### src/rtl/rvfpm_xif_pkg.sv
// rvfpm_xif_pkg: shared issuer FSM states, id type and default widths
package rvfpm_xif_pkg;
    localparam int X_ID_WIDTH_DEF = 4;
    localparam int XLEN_DEF = 32;
    typedef enum logic [1:0] {IDLE, OFFER, DRAIN} state_t;
    typedef logic [X_ID_WIDTH_DEF-1:0] xif_id_t;
endpackage

### src/rtl/rvfpm_id_scoreboard.sv
// rvfpm_id_scoreboard: in-flight id bitmap with set/clear ports and outstanding counter
module rvfpm_id_scoreboard
    import rvfpm_xif_pkg::*;
#(
    parameter int X_ID_WIDTH = X_ID_WIDTH_DEF,
    parameter int MAX_OUTSTANDING = 4,
    localparam int CW = $clog2(MAX_OUTSTANDING + 1)
) (
    input  logic                  ck,
    input  logic                  rst,
    input  logic                  set,
    input  logic [X_ID_WIDTH-1:0] set_id,
    input  logic                  clr,
    input  logic [X_ID_WIDTH-1:0] clr_id,
    input  logic [X_ID_WIDTH-1:0] query_id,
    output logic                  query_busy,
    output logic                  clr_hit,
    output logic [CW-1:0]         outstanding
);
    localparam int N = 2 ** X_ID_WIDTH;
    logic [N-1:0] bits;
    logic [N-1:0] bits_n;
    logic         dec;
    assign query_busy = bits[query_id];
    assign clr_hit    = bits[clr_id];
    // a retire with nothing counted (unchecked mode) must not underflow the counter
    assign dec = clr && (outstanding != '0 || set);
    // apply retire clear and issue set to the bitmap in the same cycle
    always_comb begin
        bits_n = bits;
        if (clr) bits_n[clr_id] = 1'b0;
        if (set) bits_n[set_id] = 1'b1;
    end
    // bitmap and counter state; an issue and a retire together leave the count unchanged
    always_ff @(posedge ck) begin
        if (!rst) begin
            bits        <= '0;
            outstanding <= '0;
        end else begin
            bits        <= bits_n;
            outstanding <= outstanding + CW'(set) - CW'(dec);
        end
    end
endmodule

### src/rtl/rvfpm_xif_issuer.sv
// rvfpm_xif_issuer: core-side XIF issuer for rvfpm; RVFPM_ID_CHECK_EN enables id gating and unknown-id detection
module rvfpm_xif_issuer
    import rvfpm_xif_pkg::*;
#(
    parameter int X_ID_WIDTH = X_ID_WIDTH_DEF,
    parameter int XLEN = XLEN_DEF,
    parameter int MAX_OUTSTANDING = 4,
    localparam int CW = $clog2(MAX_OUTSTANDING + 1)
) (
    input  logic                  ck,
    input  logic                  rst,
    input  logic                  instr_valid,
    output logic                  instr_ready,
    input  logic [31:0]           instr_in,
    input  logic [XLEN-1:0]       rs1_in,
    output logic                  enable,
    output logic [31:0]           instruction,
    output logic [X_ID_WIDTH-1:0] id,
    output logic [XLEN-1:0]       data_fromXReg,
    input  logic                  fpu_ready,
    input  logic                  toXReg_valid,
    input  logic [X_ID_WIDTH-1:0] id_out,
    input  logic [XLEN-1:0]       data_toXReg,
    output logic                  res_valid,
    output logic [X_ID_WIDTH-1:0] res_id,
    output logic [XLEN-1:0]       res_data,
    input  logic                  flush,
    output logic                  flush_done,
    output logic [CW-1:0]         outstanding,
    output logic                  err_unknown_id,
    output logic [7:0]            err_cnt
);
`ifdef RVFPM_ID_CHECK_EN
    localparam bit ID_CHECK = 1'b1;
`else
    localparam bit ID_CHECK = 1'b0;
`endif
    state_t                state;
    logic [X_ID_WIDTH-1:0] next_id;
    logic                  flush_seen;
    logic                  busy;
    logic                  hit;
    logic                  issue;
    logic                  retire;
    logic                  unknown;
    // enable is only ever high in OFFER, so this is the FPU handshake
    assign issue   = enable && fpu_ready;
    assign retire  = toXReg_valid && (hit || !ID_CHECK);
    assign unknown = ID_CHECK && toXReg_valid && !hit;
    assign instr_ready = rst && state == IDLE && !flush &&
                         int'(outstanding) < MAX_OUTSTANDING && !(ID_CHECK && busy);
    rvfpm_id_scoreboard #(
        .X_ID_WIDTH(X_ID_WIDTH),
        .MAX_OUTSTANDING(MAX_OUTSTANDING)
    ) u_sb (
        .ck(ck),
        .rst(rst),
        .set(issue),
        .set_id(id),
        .clr(retire),
        .clr_id(id_out),
        .query_id(next_id),
        .query_busy(busy),
        .clr_hit(hit),
        .outstanding(outstanding)
    );
    // issue FSM: accept in IDLE, hold the offer until the FPU takes it, drain on flush
    always_ff @(posedge ck) begin
        if (!rst) begin
            state         <= IDLE;
            enable        <= 1'b0;
            instruction   <= '0;
            id            <= '0;
            data_fromXReg <= '0;
            next_id       <= '0;
            flush_seen    <= 1'b0;
            flush_done    <= 1'b0;
        end else begin
            flush_done <= 1'b0;
            case (state)
                IDLE: begin
                    if (flush) begin
                        state <= DRAIN;
                    end else if (instr_valid && instr_ready) begin
                        instruction   <= instr_in;
                        data_fromXReg <= rs1_in;
                        id            <= next_id;
                        enable        <= 1'b1;
                        state         <= OFFER;
                    end
                end
                OFFER: begin
                    flush_seen <= flush_seen || flush;
                    if (fpu_ready) begin
                        enable     <= 1'b0;
                        next_id    <= next_id + 1'b1;
                        flush_seen <= 1'b0;
                        state      <= (flush || flush_seen) ? DRAIN : IDLE;
                    end
                end
                DRAIN: begin
                    if (outstanding == '0) begin
                        flush_done <= 1'b1;
                        state      <= IDLE;
                    end
                end
                default: state <= IDLE;
            endcase
        end
    end
    // completion path: forward retired results and count completions for ids not in flight
    always_ff @(posedge ck) begin
        if (!rst) begin
            res_valid      <= 1'b0;
            res_id         <= '0;
            res_data       <= '0;
            err_unknown_id <= 1'b0;
            err_cnt        <= '0;
        end else begin
            res_valid <= retire;
            if (retire) begin
                res_id   <= id_out;
                res_data <= data_toXReg;
            end
            if (unknown) begin
                err_unknown_id <= 1'b1;
                if (err_cnt != 8'hff) err_cnt <= err_cnt + 8'd1;
            end
        end
    end
endmodule
### config.mk
export PLATFORM = sky130hd
export DESIGN_NAME = rvfpm_xif_issuer
export DESIGN_NICKNAME = d
export VERILOG_FILES = /design/src/rtl/rvfpm_xif_pkg.sv /design/src/rtl/rvfpm_id_scoreboard.sv /design/src/rtl/rvfpm_xif_issuer.sv
export SDC_FILE = /design/constraint.sdc
export NUM_CORES = 1
export LEC_CHECK = 0
export ABC_AREA = 1
export CORE_MARGIN = 2
export CORE_UTILIZATION = 39
export DETAILED_ROUTE_END_ITERATION = 7
export HOLD_SLACK_MARGIN = 0.08
export PLACE_DENSITY = 0.8
export SYNTH_ARGS = -nofsm -noshare
export SYNTH_HDL_FRONTEND = slang
export SYNTH_SLANG_ARGS = --single-unit
### constraint.sdc
create_clock -name ck -period 3.3 [get_ports ck]
set_input_delay 0.825 -clock ck [delete_from_list [all_inputs] [get_ports ck]]
set_output_delay 0.825 -clock ck [all_outputs]
set_load 0.005 [all_outputs]
# Word level (Yosys, flattened, before mapping)

Index checks and enable logic that the tools add are counted.

Memories: 0
ROM bits: 0
Register bits: 117
Bits in latches: 0
Bits in writable memories: 0
Input bits: 106
Logic and storage cells: 54
Output and inout port bits: 120

$lt $le $gt $ge: 1
Reductions and logical operators: 18
Multiply operators: 0
Divide/modulo/power cells: 0
Shift-type cells: 0
Muxes and demuxes: 12
Equality and inequality tests: 7
Add/subtract/negate cells: 3
Bitwise operators: 1

Operators by type and width:

| kind                | number |
|---|---|
| $mux 2              | 5 |
| $logic_and 1x1->1   | 6 |
| $ne 2x2->1 const B  | 3 |
| $pmux 2 s3          | 1 |
| $reduce_and 3->1    | 2 |
| $mux 1              | 5 |
| $add 4x1->4 const B | 1 |
| $reduce_and 2->1    | 2 |
| $reduce_and 4->1    | 1 |
| $add 3x1->3         | 1 |
| $logic_not 3->1     | 1 |
| $lt 3x3->1 const B  | 1 |
| $ne 3x2->1 const B  | 1 |
| $reduce_bool 3->1   | 1 |
| $sub 3x1->3         | 1 |
| $eq 2x1->1 const B  | 1 |
| $eq 2x2->1 const B  | 1 |
| $logic_not 2->1     | 1 |
| $logic_or 1x1->1    | 2 |
| $ne 2x1->1 const B  | 1 |
| $pmux 1 s2          | 1 |
| $reduce_bool 2->1   | 1 |
| $logic_not 1->1     | 1 |
| $not 1->1           | 1 |

# Logic depth before layout (Yosys ltp)

Depth after elaboration: 8
Mapped depth: 12
Gate-level depth less buffers: 12

# Hierarchy

Synthesis repeated with hierarchy kept, for this count alone.

Cell total of the unflattened synthesis: 742
Area total of the unflattened synthesis: 5351.4 um^2

Modules (own cells, without submodules):

| module              | area an instance (um^2) | sequential area each (um^2) | times used | cells each |
|---|---|---|---|---|
| rvfpm_xif_issuer    | 4101.4                  | 2282.2                      | 1          | 532 |
| rvfpm_id_scoreboard | 1249.9                  | 380.4                       | 1          | 210 |

# Worst setup path before layout

OpenSTA, ideal clock, no wires.

Path type: input to register
Start point: input toXReg_valid
End point: register u_sb.outstanding[2]
Required time: 3.179 ns
Data arrival time: 2.469 ns
Slack: 0.711 ns
Stages: 12
Buffers on the path: 2
Setup time: 0.121 ns
Cells stage by stage: buf_2 > clkbuf_1 > o21ai_0 > inv_1 > ha_1 > inv_1 > ha_1 > inv_1 > fa_1 > xnor2_1 > o21ai_0 > a21oi_1

Cells in the longest elaborated chain, start to end: 2

RTL lines:

| what                 | RTL line                  | RTL |
|---|---|---|
| from (decl)          | rvfpm_xif_issuer.sv:21    | `input logic toXReg_valid,` |
| $logic_and 1x1->1    | rvfpm_id_scoreboard.sv:27 | `assign dec = clr && (outstanding != '0 \|\| set);` |
| $sub 3x1->3          | rvfpm_id_scoreboard.sv:41 | `outstanding <= outstanding + CW'(set) - CW'(dec);` |
| to (signal assigned) | rvfpm_id_scoreboard.sv:41 |  |
| to (decl)            | rvfpm_id_scoreboard.sv:18 | `output logic [CW-1:0] outstanding` |

No other way between the ends.
A chain may end at the register's enable or synchronous reset.

# Final worst setup path

Start point: input flush
End point: output instr_ready

Cells in the longest elaborated chain, start to end: 3

RTL lines:

| what                           | RTL line               | RTL |
|---|---|---|
| from (decl)                    | rvfpm_xif_issuer.sv:27 | `input logic flush,` |
| $logic_not 1->1                | rvfpm_xif_issuer.sv:50 | `assign instr_ready = rst && state == IDLE && !flush &&` |
| $logic_and 1x1->1 (2 in a row) | rvfpm_xif_issuer.sv:50 |  |
| to (decl)                      | rvfpm_xif_issuer.sv:13 | `output logic instr_ready,` |

No other way between the ends.

==> metrics.cfg <==
[outcome]
status = complete, no violations

[critical_path]
slowest_stage = clkdlybuf4s50_1
crit_start = flush
crit_chain = clkdlybuf4s50_1, inv_1, nand3_1, nor2_1, clkdlybuf4s50_1
crit_path_end_kind = output port
path_delay_family = buffers and inverters
crit_top_cell = clkdlybuf4s50_1
crit_path_max_incr_delay_ns = 0.53
startpoint_type = input port
cp_data_arrival_time_ns = 2.22
r2r-start = u_sb.outstanding[1]
cp.required_ns = 2.47
worstSetupPathType = input port to output port
critPathMaxFanout = 3
worst-path-buf-inv = 3

[die]
die_w_um = 108
initial_core_util = 0.395
io_pins = 226
num_rows = 38
dieArea_um2 = 11700
die_y_um = 108
coreArea_um2 = 10700

[sta]
fin_worst_skew_ns = 0.00665
rsz0062_at_grt = no
hold_viol_final = 0
fmax_ghz = 0.329
fin_crit_sh = 0.922
setup_tns_ns = 0
worst_slack_ns = 0.257
finalCriticalPeriod_ns = 3.04
slew_violations = 0
setup_viol = 0

[global_route]
met3_usage = 0.0844
antenna_found_initial = 0
grt_use_met2 = 0.355
grtUsageTotal = 0.206
grt_max_degree = 63
busiest_layer = met2
met1_usage = 0.223
grt_pass1_wl_mm = 19.1
grt_pass1_vias = 4172
grt-ovfl-total = 0

[hold_path]
hold_path_class = register to register
min_from = data_fromXReg[2]

[route]
routed_wl_mm = 12.3
drtAntennaViolNets = 0
wl_per_cell_um = 13.4
drc_errors = 0
vias_per_cell = 4.71
vias = 4292
drt-initial-drc-count = 235
dr.pass1.iters = 4

[logic_synthesis]
synth.top_cell.area_share = 0.552
ys.warnings.count = 0
syn_area_um2 = 4240
ys_seq_area_frac = 0.552
ys_seq_elements = 117
synth_largest_area_cell = dfxtp_1
synthCells = 551
avgSynthCellArea_um2 = 7.70
synth_area_leaders = dfxtp_1, nand2_1, a21oi_1
ys_types = 21

[pwr]
ir_worst_vdd_mv = 0.462
p_per_area_nw_per_um2 = 583
leakage_nw = 2.69

[finish]
diodes = 0
layout_commonest_cell = clkdlybuf4s50_1
syn_to_final_growth_pct = 66.8
fillerInstances = 880
drive_gt1_frac = 0.0544
layout_common_cells = clkdlybuf4s50_1, nand2_1, dfxtp_1
nets = 869

[clocking]
clk_latency_ns = 0.51
path_clk_slew_ns = 0.05
cts-root-buf = clkbuf_8
cts_made_buffers = 17
cts_tree = yes
postCtsHoldBufs = 0
cts_max_level = 4
postCtsSetupBuffers = 0
clockBufferDepth = 2
ctsResizeCount = 0
clock-sinks = 117

[place]
dpl.hpwl_mm = 8.58
place_congestion = 0.755
portBuffers = 216
place_ws_ns = 0.263

[job]
cap_violations = 0

-- cell usage after synthesis --
cell	instances
nand2_1	153
dfxtp_1	117
nor2_1	90
a21oi_1	74
o21ai_0	41
clkbuf_1	18
inv_1	17
buf_2	12
buf_4	12
ha_1	3
inv_2	3
nand3_1	2
clkinv_1	1
conb_1	1
fa_1	1
nand2_2	1
nor3_1	1
nor3_2	1
nor4_1	1
o21a_1	1
xnor2_1	1
-- logic make-up after synthesis --
family,Yosys count,synth area share
xor gates and xnor gates,1,0.00207
AOI/OAI and AO/OA,116,0.137
buffers and inverters,63,0.0699
other,1,0.000884
DFF,117,0.552
and+or+nand+nor,249,0.224
adders and majority gates,4,0.0136
-- state kept, by name (all words and copies together), names as in the netlist --
register	count
data_fromXReg	32
enable	1
flush_done	1
flush_seen	1
id	4
instruction	32
next_id	4
res_data	32
res_id	4
res_valid	1
state	2
u_sb.outstanding	3
-- layout make-up --
cell class	count	area (µm²)	area share
inverters	21	78.8	0.0111
multi-input cells	379	1640	0.232
well taps	140	175	0.0248
clock buffers	20	435	0.0615
flip-flops and latches	117	2340	0.331
clock inverters	12	179	0.0253
repair buffers	223	2230	0.315
-- metrics by stage --
| stage | cells | utilization | power [W] | instance area, µm² | hold slack [ns] |
|---|---|---|---|---|---|
| after global placement | 880 | 0.601 | 0.00224 | 6460 | 0.452 |
| final | 912 | 0.659 | 0.00412 | 7080 | 0.462 |
| after detailed placement | 880 | 0.601 | 0.00227 | 6460 | 0.455 |
| after global routing | 912 | 0.659 | 0.00433 | 7080 | 0.474 |
| after CTS | 912 | 0.659 | 0.00417 | 7080 | 0.464 |
| after floorplan | 559 | - | 0.00188 | 4270 | 0.444 |
-- final timing paths --
kind                               to  slack [ns]  cells after the start
setup / recovery          instr_ready        0.26                      5
hold / removal       data_fromXReg[2]        0.46                      2
setup reg to reg  u_sb.outstanding[2]        1.18                     12
hold reg to reg      data_fromXReg[2]        0.46                      2
-- worst reg2reg max path: cells and delay by family, from the launching register on --
family,cells,cell delay [ns]
compound gates,3,0.37
xor+xnor,1,0.19
fa+ha+maj,3,0.79
buf+inv,3,0.17
flops,1,0.34
simple gates,2,0.20
-- per-layer routing --
| metal | vias to the layer above | wire [µm] |
|---|---|---|
| met5 | - | 0 |
| met4 | 0 | 257 |
| met3 | 25 | 1370 |
| met2 | 192 | 5760 |
| met1 | 1934 | 4880 |
| li1 | 2141 | - |
-- report_power, final --
group	switching [W]	total, W	internal [W]	leakage, nW
sequential	0.0000592	0.00157	0.00152	0.956
clock	0.000638	0.00188	0.00125	0.291
combinational	0.000291	0.000665	0.000374	1.44
total	0.000989	0.00412	0.00313	2.69
(Power assumes the default switching activity.)
